$ cat src/rtl/writeback_unit_pkg.sv
// Shared definitions for the writeback stage: load funct3 codes, FSM state type and
// default widths.
package writeback_unit_pkg;

    localparam int unsigned DataWidthDef = 32;
    localparam int unsigned AddrWidthDef = 5;

    localparam logic [2:0] Funct3Lb  = 3'b000;
    localparam logic [2:0] Funct3Lh  = 3'b001;
    localparam logic [2:0] Funct3Lw  = 3'b010;
    localparam logic [2:0] Funct3Lbu = 3'b100;
    localparam logic [2:0] Funct3Lhu = 3'b101;

    typedef enum logic [0:0] {
        IDLE,
        WAIT_MEM
    } wb_state_e;

endpackage

$ cat src/rtl/writeback_unit_load_extract.sv
// Combinational load data extraction: selects byte/half/word from an aligned memory word,
// extends it, and flags illegal funct3 codes and misaligned accesses.
module load_extract
    import writeback_unit_pkg::*;
#(
    parameter int unsigned DATA_WIDTH = DataWidthDef
) (
    input  logic [2:0]            funct3,
    input  logic [1:0]            addr_lo,
    input  logic [DATA_WIDTH-1:0] rdata,
    output logic [DATA_WIDTH-1:0] value,
    output logic                  illegal,
    output logic                  misaligned
);

    logic [7:0]  byte_sel;
    logic [15:0] half_sel;

    always_comb begin
        unique case (addr_lo)
            2'd0:    byte_sel = rdata[7:0];
            2'd1:    byte_sel = rdata[15:8];
            2'd2:    byte_sel = rdata[23:16];
            default: byte_sel = rdata[31:24];
        endcase
        half_sel = addr_lo[1] ? rdata[31:16] : rdata[15:0];
    end

    always_comb begin
        value      = '0;
        illegal    = 1'b0;
        misaligned = 1'b0;
        case (funct3)
            Funct3Lb:  value = {{(DATA_WIDTH-8){byte_sel[7]}}, byte_sel};
            Funct3Lbu: value = {{(DATA_WIDTH-8){1'b0}}, byte_sel};
            Funct3Lh: begin
                value      = {{(DATA_WIDTH-16){half_sel[15]}}, half_sel};
                misaligned = addr_lo[0];
            end
            Funct3Lhu: begin
                value      = {{(DATA_WIDTH-16){1'b0}}, half_sel};
                misaligned = addr_lo[0];
            end
            Funct3Lw: begin
                value      = rdata;
                misaligned = (addr_lo != 2'd0);
            end
            default:   illegal = 1'b1;
        endcase
    end

endmodule

$ cat src/rtl/writeback_unit.sv
// Writeback stage: retires EXU results and LSU load returns onto the register file write
// port through registered outputs, and raises a read-after-write stall for decode.
module writeback_unit
    import writeback_unit_pkg::*;
#(
    parameter int unsigned DATA_WIDTH = DataWidthDef,
    parameter int unsigned ADDR_WIDTH = AddrWidthDef
) (
    input  logic                  clk,
    input  logic                  rst,
    input  logic                  exu_valid,
    output logic                  exu_ready,
    input  logic [ADDR_WIDTH-1:0] exu_rd,
    input  logic                  exu_wen,
    input  logic [DATA_WIDTH-1:0] exu_data,
    input  logic                  exu_is_load,
    input  logic [2:0]            exu_ld_funct3,
    input  logic [1:0]            exu_addr_lo,
    input  logic                  lsu_rvalid,
    input  logic [DATA_WIDTH-1:0] lsu_rdata,
    input  logic                  lsu_rerr,
    input  logic [ADDR_WIDTH-1:0] hz_raddr1,
    input  logic [ADDR_WIDTH-1:0] hz_raddr2,
    output logic                  hz_stall,
    output logic                  rf_wen,
    output logic [ADDR_WIDTH-1:0] rf_waddr,
    output logic [DATA_WIDTH-1:0] rf_wdata,
    output logic                  wb_done,
    output logic                  wb_err
);

    wb_state_e             state_q, state_d;
    logic [ADDR_WIDTH-1:0] ld_rd_q, ld_rd_d;
    logic                  ld_wen_q, ld_wen_d;
    logic [2:0]            ld_funct3_q, ld_funct3_d;
    logic [1:0]            ld_addr_lo_q, ld_addr_lo_d;

    logic                  rf_wen_d, wb_done_d, wb_err_d;
    logic [ADDR_WIDTH-1:0] rf_waddr_d;
    logic [DATA_WIDTH-1:0] rf_wdata_d;

    logic [DATA_WIDTH-1:0] ld_value;
    logic                  ld_illegal, ld_misaligned;

    load_extract #(
        .DATA_WIDTH (DATA_WIDTH)
    ) u_load_extract (
        .funct3     (ld_funct3_q),
        .addr_lo    (ld_addr_lo_q),
        .rdata      (lsu_rdata),
        .value      (ld_value),
        .illegal    (ld_illegal),
        .misaligned (ld_misaligned)
    );

    assign exu_ready = (state_q == IDLE);

    always_comb begin
        state_d      = state_q;
        ld_rd_d      = ld_rd_q;
        ld_wen_d     = ld_wen_q;
        ld_funct3_d  = ld_funct3_q;
        ld_addr_lo_d = ld_addr_lo_q;
        rf_wen_d     = 1'b0;
        rf_waddr_d   = '0;
        rf_wdata_d   = '0;
        wb_done_d    = 1'b0;
        wb_err_d     = 1'b0;

        unique case (state_q)
            IDLE: begin
                if (exu_valid) begin
                    if (exu_is_load) begin
                        ld_rd_d      = exu_rd;
                        ld_wen_d     = exu_wen;
                        ld_funct3_d  = exu_ld_funct3;
                        ld_addr_lo_d = exu_addr_lo;
                        state_d      = WAIT_MEM;
                    end else begin
                        rf_wen_d   = exu_wen && (exu_rd != '0);
                        rf_waddr_d = exu_rd;
                        rf_wdata_d = exu_data;
                        wb_done_d  = 1'b1;
                    end
                end
            end
            WAIT_MEM: begin
                if (lsu_rvalid) begin
                    state_d    = IDLE;
                    wb_done_d  = 1'b1;
                    rf_waddr_d = ld_rd_q;
                    // Faulting loads retire with an error pulse and never touch the register.
                    if (lsu_rerr || ld_illegal || ld_misaligned) begin
                        wb_err_d = 1'b1;
                    end else begin
                        rf_wen_d   = ld_wen_q && (ld_rd_q != '0);
                        rf_wdata_d = ld_value;
                    end
                end
            end
            default: state_d = IDLE;
        endcase
    end

    always_ff @(posedge clk) begin
        if (rst) begin
            state_q      <= IDLE;
            ld_rd_q      <= '0;
            ld_wen_q     <= 1'b0;
            ld_funct3_q  <= '0;
            ld_addr_lo_q <= '0;
            rf_wen       <= 1'b0;
            rf_waddr     <= '0;
            rf_wdata     <= '0;
            wb_done      <= 1'b0;
            wb_err       <= 1'b0;
        end else begin
            state_q      <= state_d;
            ld_rd_q      <= ld_rd_d;
            ld_wen_q     <= ld_wen_d;
            ld_funct3_q  <= ld_funct3_d;
            ld_addr_lo_q <= ld_addr_lo_d;
            rf_wen       <= rf_wen_d;
            rf_waddr     <= rf_waddr_d;
            rf_wdata     <= rf_wdata_d;
            wb_done      <= wb_done_d;
            wb_err       <= wb_err_d;
        end
    end

    // rf_wen is already gated by rd != 0, so register 0 can never stall.
    always_comb begin
        hz_stall = 1'b0;
        if (state_q == WAIT_MEM && ld_wen_q && ld_rd_q != '0 &&
            (hz_raddr1 == ld_rd_q || hz_raddr2 == ld_rd_q)) begin
            hz_stall = 1'b1;
        end
        if (rf_wen && (hz_raddr1 == rf_waddr || hz_raddr2 == rf_waddr)) begin
            hz_stall = 1'b1;
        end
    end

endmodule

$ cat config.mk
export PLATFORM = sky130hd
export DESIGN_NAME = writeback_unit
export DESIGN_NICKNAME = d
export VERILOG_FILES = /design/src/rtl/writeback_unit_pkg.sv /design/src/rtl/writeback_unit_load_extract.sv /design/src/rtl/writeback_unit.sv
export SDC_FILE = /design/constraint.sdc
export NUM_CORES = 1
export LEC_CHECK = 0
export ABC_AREA = 1
export CAP_MARGIN = 10
export CORE_UTILIZATION = 31
export CTS_BUF_LIST = sky130_fd_sc_hd__clkbuf_4
export DETAILED_ROUTE_END_ITERATION = 12
export DONT_BUFFER_PORTS = 1
export GPL_ROUTABILITY_DRIVEN = 0
export PLACE_DENSITY_LB_ADDON = 0.08
export SYNTH_ARGS = -nofsm -noshare
export SYNTH_HDL_FRONTEND = slang
export SYNTH_SLANG_ARGS = --single-unit
$ cat constraint.sdc
create_clock -name clk -period 2.32 [get_ports clk]
set_input_delay 0.348 -clock clk [delete_from_list [all_inputs] [get_ports clk]]
set_output_delay 0.348 -clock clk [all_outputs]
set_load 0.02 [all_outputs]
; ---- After elaboration in Yosys (flattened, before gate mapping)
; Cells that the tools add are included.
[totals]
register_bits = 52
inputBits = 91
output_inout_bits = 42
word_cells = 71
[classes]
eq_ne = 10
n_mux = 30
bitwise = 2
n_reduce_logical = 19
[op_table]
columns = operator, n
row1 = $pmux W32 S5, 1
row2 = $mux W32, 4
row3 = $pmux W32 S2, 1
row4 = $pmux W8 S3, 1
row5 = $eq A5 B5 Y1, 4
row6 = $mux W16, 1
row7 = $mux W5, 3
row8 = $mux W1, 14
row9 = $pmux W5 S2, 1
row10 = $reduce_bool A5 Y1, 2
row11 = $pmux W1 S2, 4
row12 = $eq A3 B3 Y1 const B, 2
row13 = $logic_and A1 B1 Y1, 6
row14 = $reduce_or A5 Y1, 1
row15 = $logic_or A1 B1 Y1, 4
row16 = $eq A3 B1 Y1 const B, 1
row17 = $eq A3 B2 Y1 const B, 1
row18 = $logic_not A3 Y1, 1
row19 = $reduce_and A3 Y1, 1
row20 = $reduce_or A3 Y1, 1
row21 = $eq A2 B1 Y1 const B, 1
row22 = $eq A2 B2 Y1 const B, 1
row23 = $logic_not A2 Y1, 1
row24 = $not A1 Y1, 2
row25 = 2 further kinds, 2

; ---- Depth between registers and ports, before layout
[depth]
ltp_word = 8
ltp_mapped = 10
ltp_nobuf = 9

; ---- Hierarchy
; From an unflattened synthesis, not the netlist that was laid out.
[hier_totals]
hier_cells = 549
hier_area_um2 = 3230.6
[by_module_without_submodules]
columns = module, instances, cells_each, area_each_um2, seq_area_each_um2
row1 = writeback_unit, 1, 313, 2208.4, 1041.0
row2 = load_extract, 1, 236, 1022.2, 0.0

; ---- Worst setup path before layout
; Ideal clock, no wire load.
[synth_path]
path_type = reg2out
from = register rf_waddr[4]
to = output hz_stall
t_arrival_ps = 1050
required_ps = 1972
path_slack_ps = 922
stages_incl_launch_ff = 9
path_buffers = 0
path_cell_list = dfxtp_1 > inv_1 > nand2_1 > nand2_1 > nor2_1 > nand3_1 > nand2_1 > nand2_1 > nand2_1
[synth_between]
elab_chain_cells = 4
word_cells_on_any_way = 5
classes_between = eq/ne: 2 / mux: 1 / reduce/logical: 2
[synth_rtl]
columns = element, line_no
row1 = start: declaration, writeback_unit.sv:26  ; output logic [ADDR_WIDTH-1:0] rf_waddr,
row2 = start signal: assignment, writeback_unit.sv:124  ; rf_waddr <= rf_waddr_d;
row3 = $eq A5 B5 Y1, writeback_unit.sv:138  ; if (rf_wen && (hz_raddr1 == rf_waddr || hz_raddr2 == rf_waddr)) begin
row4 = $logic_or A1 B1 Y1 *, writeback_unit.sv:138
row5 = $logic_and A1 B1 Y1 *, writeback_unit.sv:138
row6 = $mux W1 *, writeback_unit.sv:138
row7 = end: declaration, writeback_unit.sv:24  ; output logic hz_stall,
; Mark *: on every way between the ends. The rest lies on a longest branch, timed or not.

; ---- Worst setup path after layout
[layout_path]
from = register rf_waddr[1]
to = output hz_stall
; Same word-level chain as after synthesis.

==> out/metrics.cfg <==
[run_status]
status=complete, no violations

[cts]
maximum_root_to_sink_buffer_count=2
cts_made_buffers=5
clock_insertion_delay_worst_skew_ns=0.39
tritoncts=yes
clock_tree.htree_level_count=2
cts_root_buf=sky130_fd_sc_hd__clkbuf_4
cts.sinks=52
cts.repair_timing.setup_buffer_count=0
clk_pin_slew_worst_paths_ns=0.14

[global_routing]
grt_antenna_before_repair=0
wire_length_of_the_first_global_routing_pass_um=14100
grt_max_degree=35
grt_pass1_vias=2952
residual_overflow_from_global_routing=0
grt_util_overall_pct=17.2

[place]
place.detailed.hpwl_um=7050
buffer_ports.inserted=0

[die]
chipWidth_um=103
design.portCount=133
die_y_um=103
initial_utilization_pct=32.1
floorplan.rows=36
core_um2=9820
floorplan.die_area_um2=10600

[final_layout]
area_growth_from_synthesis_to_layout_pct=5.83
diodes=0
final_layout_size_suffix_gt1_share_pct=4.54
area_occupied_by_multi_input_gates_um2=1710
mostFrequentLayoutCells=sky130_fd_sc_hd__nand2_1 (258), sky130_fd_sc_hd__inv_1 (72), sky130_fd_sc_hd__dfxtp_1 (52), sky130_fd_sc_hd__nor2_1 (51), sky130_fd_sc_hd__nand3_1 (40)
regArea_um2=1040
nets=641
fillers=1197
most_common_cell_after_layout_fill_and_taps_aside=sky130_fd_sc_hd__nand2_1

[timing]
final.min_clock_period_ns=1.96
hold_ws_ns=0.0249
worst-slew-pin-transition_ns=0.647
finalMaxSlewViolations=0
hold_violations=0
finClkSkew_ns=0.0233
finalSetupViolCount=0
setup-tns-final_ns=0
achievable-frequency_mhz=510
maxSlewHeadroom_pct=56.7
fin_crit_sh_pct=84.4
rsz0062_at_grt=no

[min_path]
class_of_the_tightest_hold_or_removal_check=in2reg
worst_hold_path.num_cells=1

[setup_path]
cp_cell_sequence=inv_1 > nand2_1 > nand2_1 > nor2_1 > nand3_1 > nand2_1 > nand2_1 > nand2_1
critical_path.startpoint_type=flop
worst-r2r-cell-count=6
crit_path_frequent_cell=sky130_fd_sc_hd__nand2_1
critical_path_peak_fanout=4
cp_slowest_stage_delay_ns=0.52
critPathArrivalTime_ns=1.61
cp_data_required_time_ns=1.97
cp_slowest_cell=sky130_fd_sc_hd__dfxtp_1
endpoint_kind=primary output
setup.worst_path.class=reg2out

[synthesis]
synth_nets=648
yosys.area_share.adder_pct=0
post_synth_simple_gate_area_pct=45.4
synth.ff_latch_count=52
ys.warnings.count=0
synth.distinct_cells=21
largest_family_of_logic_cells_by_synthesized_area=simple AND/OR/NAND/NOR gates
synthesis.area_um2=3160
synth_mux_area_share_pct=0
synth-compound-area-share_pct=7.41
synthXorXnorAreaFrac_pct=1.39
syn-mean-instance-area_um2=5.67
synthesized_netlist_cell_count=557
synth.yosys.seq_area_share_pct=33.0

[detailed_routing]
drt_drc_violations_left=0
detail_route.first_pass.iterations=5
drt-vias-per-instance=4.51
wl_per_cell_um=13.2
detail_route_antenna_nets=0
via_count=3086
drt-total-wl_um=9030
drt_iter0_drc=110

[pwr]
reported_leakage_power_uw=0.00183
vdd_drop_max_mv=0.201
powerDensity_nw_per_um2=569

[flow_run]
drv_cap=0

-- through the flow --
stage          setup slack, ns  power [µW]  cell area [µm²]  util, %  cells
2_1_floorplan            0.922        1310             3160        -    557
3_5_place_dp             0.391        1390             3250     33.1    675
3_3_place_gp             0.420        1390             3250     33.1    675
4_1_cts                  0.312        1930             3330     33.9    683
5_1_grt                  0.179        2030             3340     34.0    684
6_report                 0.361        1900             3340     34.0    684
-- cell type report --
class	instances	area share, %
Timing Repair Buffer	6	1.42
Clock inverter	2	1.05
Sequential cell	52	31.2
Tap cell	133	4.98
Clock buffer	6	1.35
Multi-Input combinational cell	407	51.3
Inverter	78	8.77
-- per-layer routing --
layer / routed length (µm) / part of all wire [%] / track usage, % / vias up
met4: 104 / 1.2 / 4.23 / 0
li1: - / - / - / 1660
met3: 605 / 6.7 / 4.27 / 9
met1: 4340 / 48 / 22.4 / 1327
met2: 3980 / 44 / 28.4 / 90
met5: 0 / 0 / 0 / -
-- Yosys cell counts --
master                     instances  share of area [%]
sky130_fd_sc_hd__nor2_4            2               0.71
sky130_fd_sc_hd__buf_2             7                1.1
sky130_fd_sc_hd__o21ai_0          24                3.8
sky130_fd_sc_hd__buf_4             1               0.24
sky130_fd_sc_hd__nand2_2           1               0.20
sky130_fd_sc_hd__dfxtp_1          52                 33
sky130_fd_sc_hd__xor2_1            1               0.28
sky130_fd_sc_hd__nand2_1         258                 31
sky130_fd_sc_hd__inv_2             6               0.71
sky130_fd_sc_hd__nand4_2           1               0.40
sky130_fd_sc_hd__nor2_1           51                6.1
sky130_fd_sc_hd__nand3_1          40                6.3
sky130_fd_sc_hd__o22ai_1           3               0.59
sky130_fd_sc_hd__clkbuf_1          9                1.1
sky130_fd_sc_hd__nor3_4            1               0.52
sky130_fd_sc_hd__buf_6             3                1.1
sky130_fd_sc_hd__xnor2_1           4                1.1
sky130_fd_sc_hd__inv_1            72                8.6
sky130_fd_sc_hd__nand4_1           1               0.20
sky130_fd_sc_hd__a21oi_1          19                3.0
sky130_fd_sc_hd__nand3_2           1               0.32
-- kinds of logic (layout without fill, tap and decap cells) --
logic type / after synthesis / after routing
and+or+nand+nor: 356 / 356
buffers and inverters: 98 / 92
DFF: 52 / 52
AOI/OAI and AO/OA: 46 / 46
xor gates and xnor gates: 5 / 5
-- path summary, 6_finish.rpt --
| check | from | to | slack (ns) |
|---|---|---|---|
| worst max-delay path | rf_waddr[1]$_SDFF_PP0_ | hz_stall | 0.36 |
| worst min-delay path | rst | rf_wen$_SDFF_PP0_ | 0.02 |
| worst max register to register | ld_addr_lo_q[0]$_SDFFE_PP0P_ | rf_wdata[10]$_SDFF_PP0_ | 0.42 |
| worst min register to register | ld_wen_q$_SDFFE_PP0P_ | ld_wen_q$_SDFFE_PP0P_ | 0.46 |
-- flip-flops by register name, indices dropped and copies added, names as in the netlist --
signal / count
ld_addr_lo_q: 2
ld_funct3_q: 3
ld_rd_q: 5
ld_wen_q: 1
rf_waddr: 5
rf_wdata: 32
rf_wen: 1
state_q: 1
wb_done: 1
wb_err: 1
-- what timing repair did --
| action | 4_1_cts | 5_1_grt |
|---|---|---|
| hold buffers | 0 | 1 |
| resized for setup | 0 | 0 |
| hold endpoints to repair | 0 | 1 |
-- critical path: cells and delay by family, from the launching register on --
kind	cells	cell delay, ns
AND/OR/NAND/NOR	7	0.63
flip-flops	1	0.52
buffers and inverters	1	0.10
-- where the power goes --
| group | total, µW | internal [µW] | switching, µW |
|---|---|---|---|
| logic | 379 | 129 | 251 |
| registers | 989 | 931 | 57.7 |
| clock network | 532 | 238 | 294 |
Note: power is estimated with default switching activity, not from simulation.
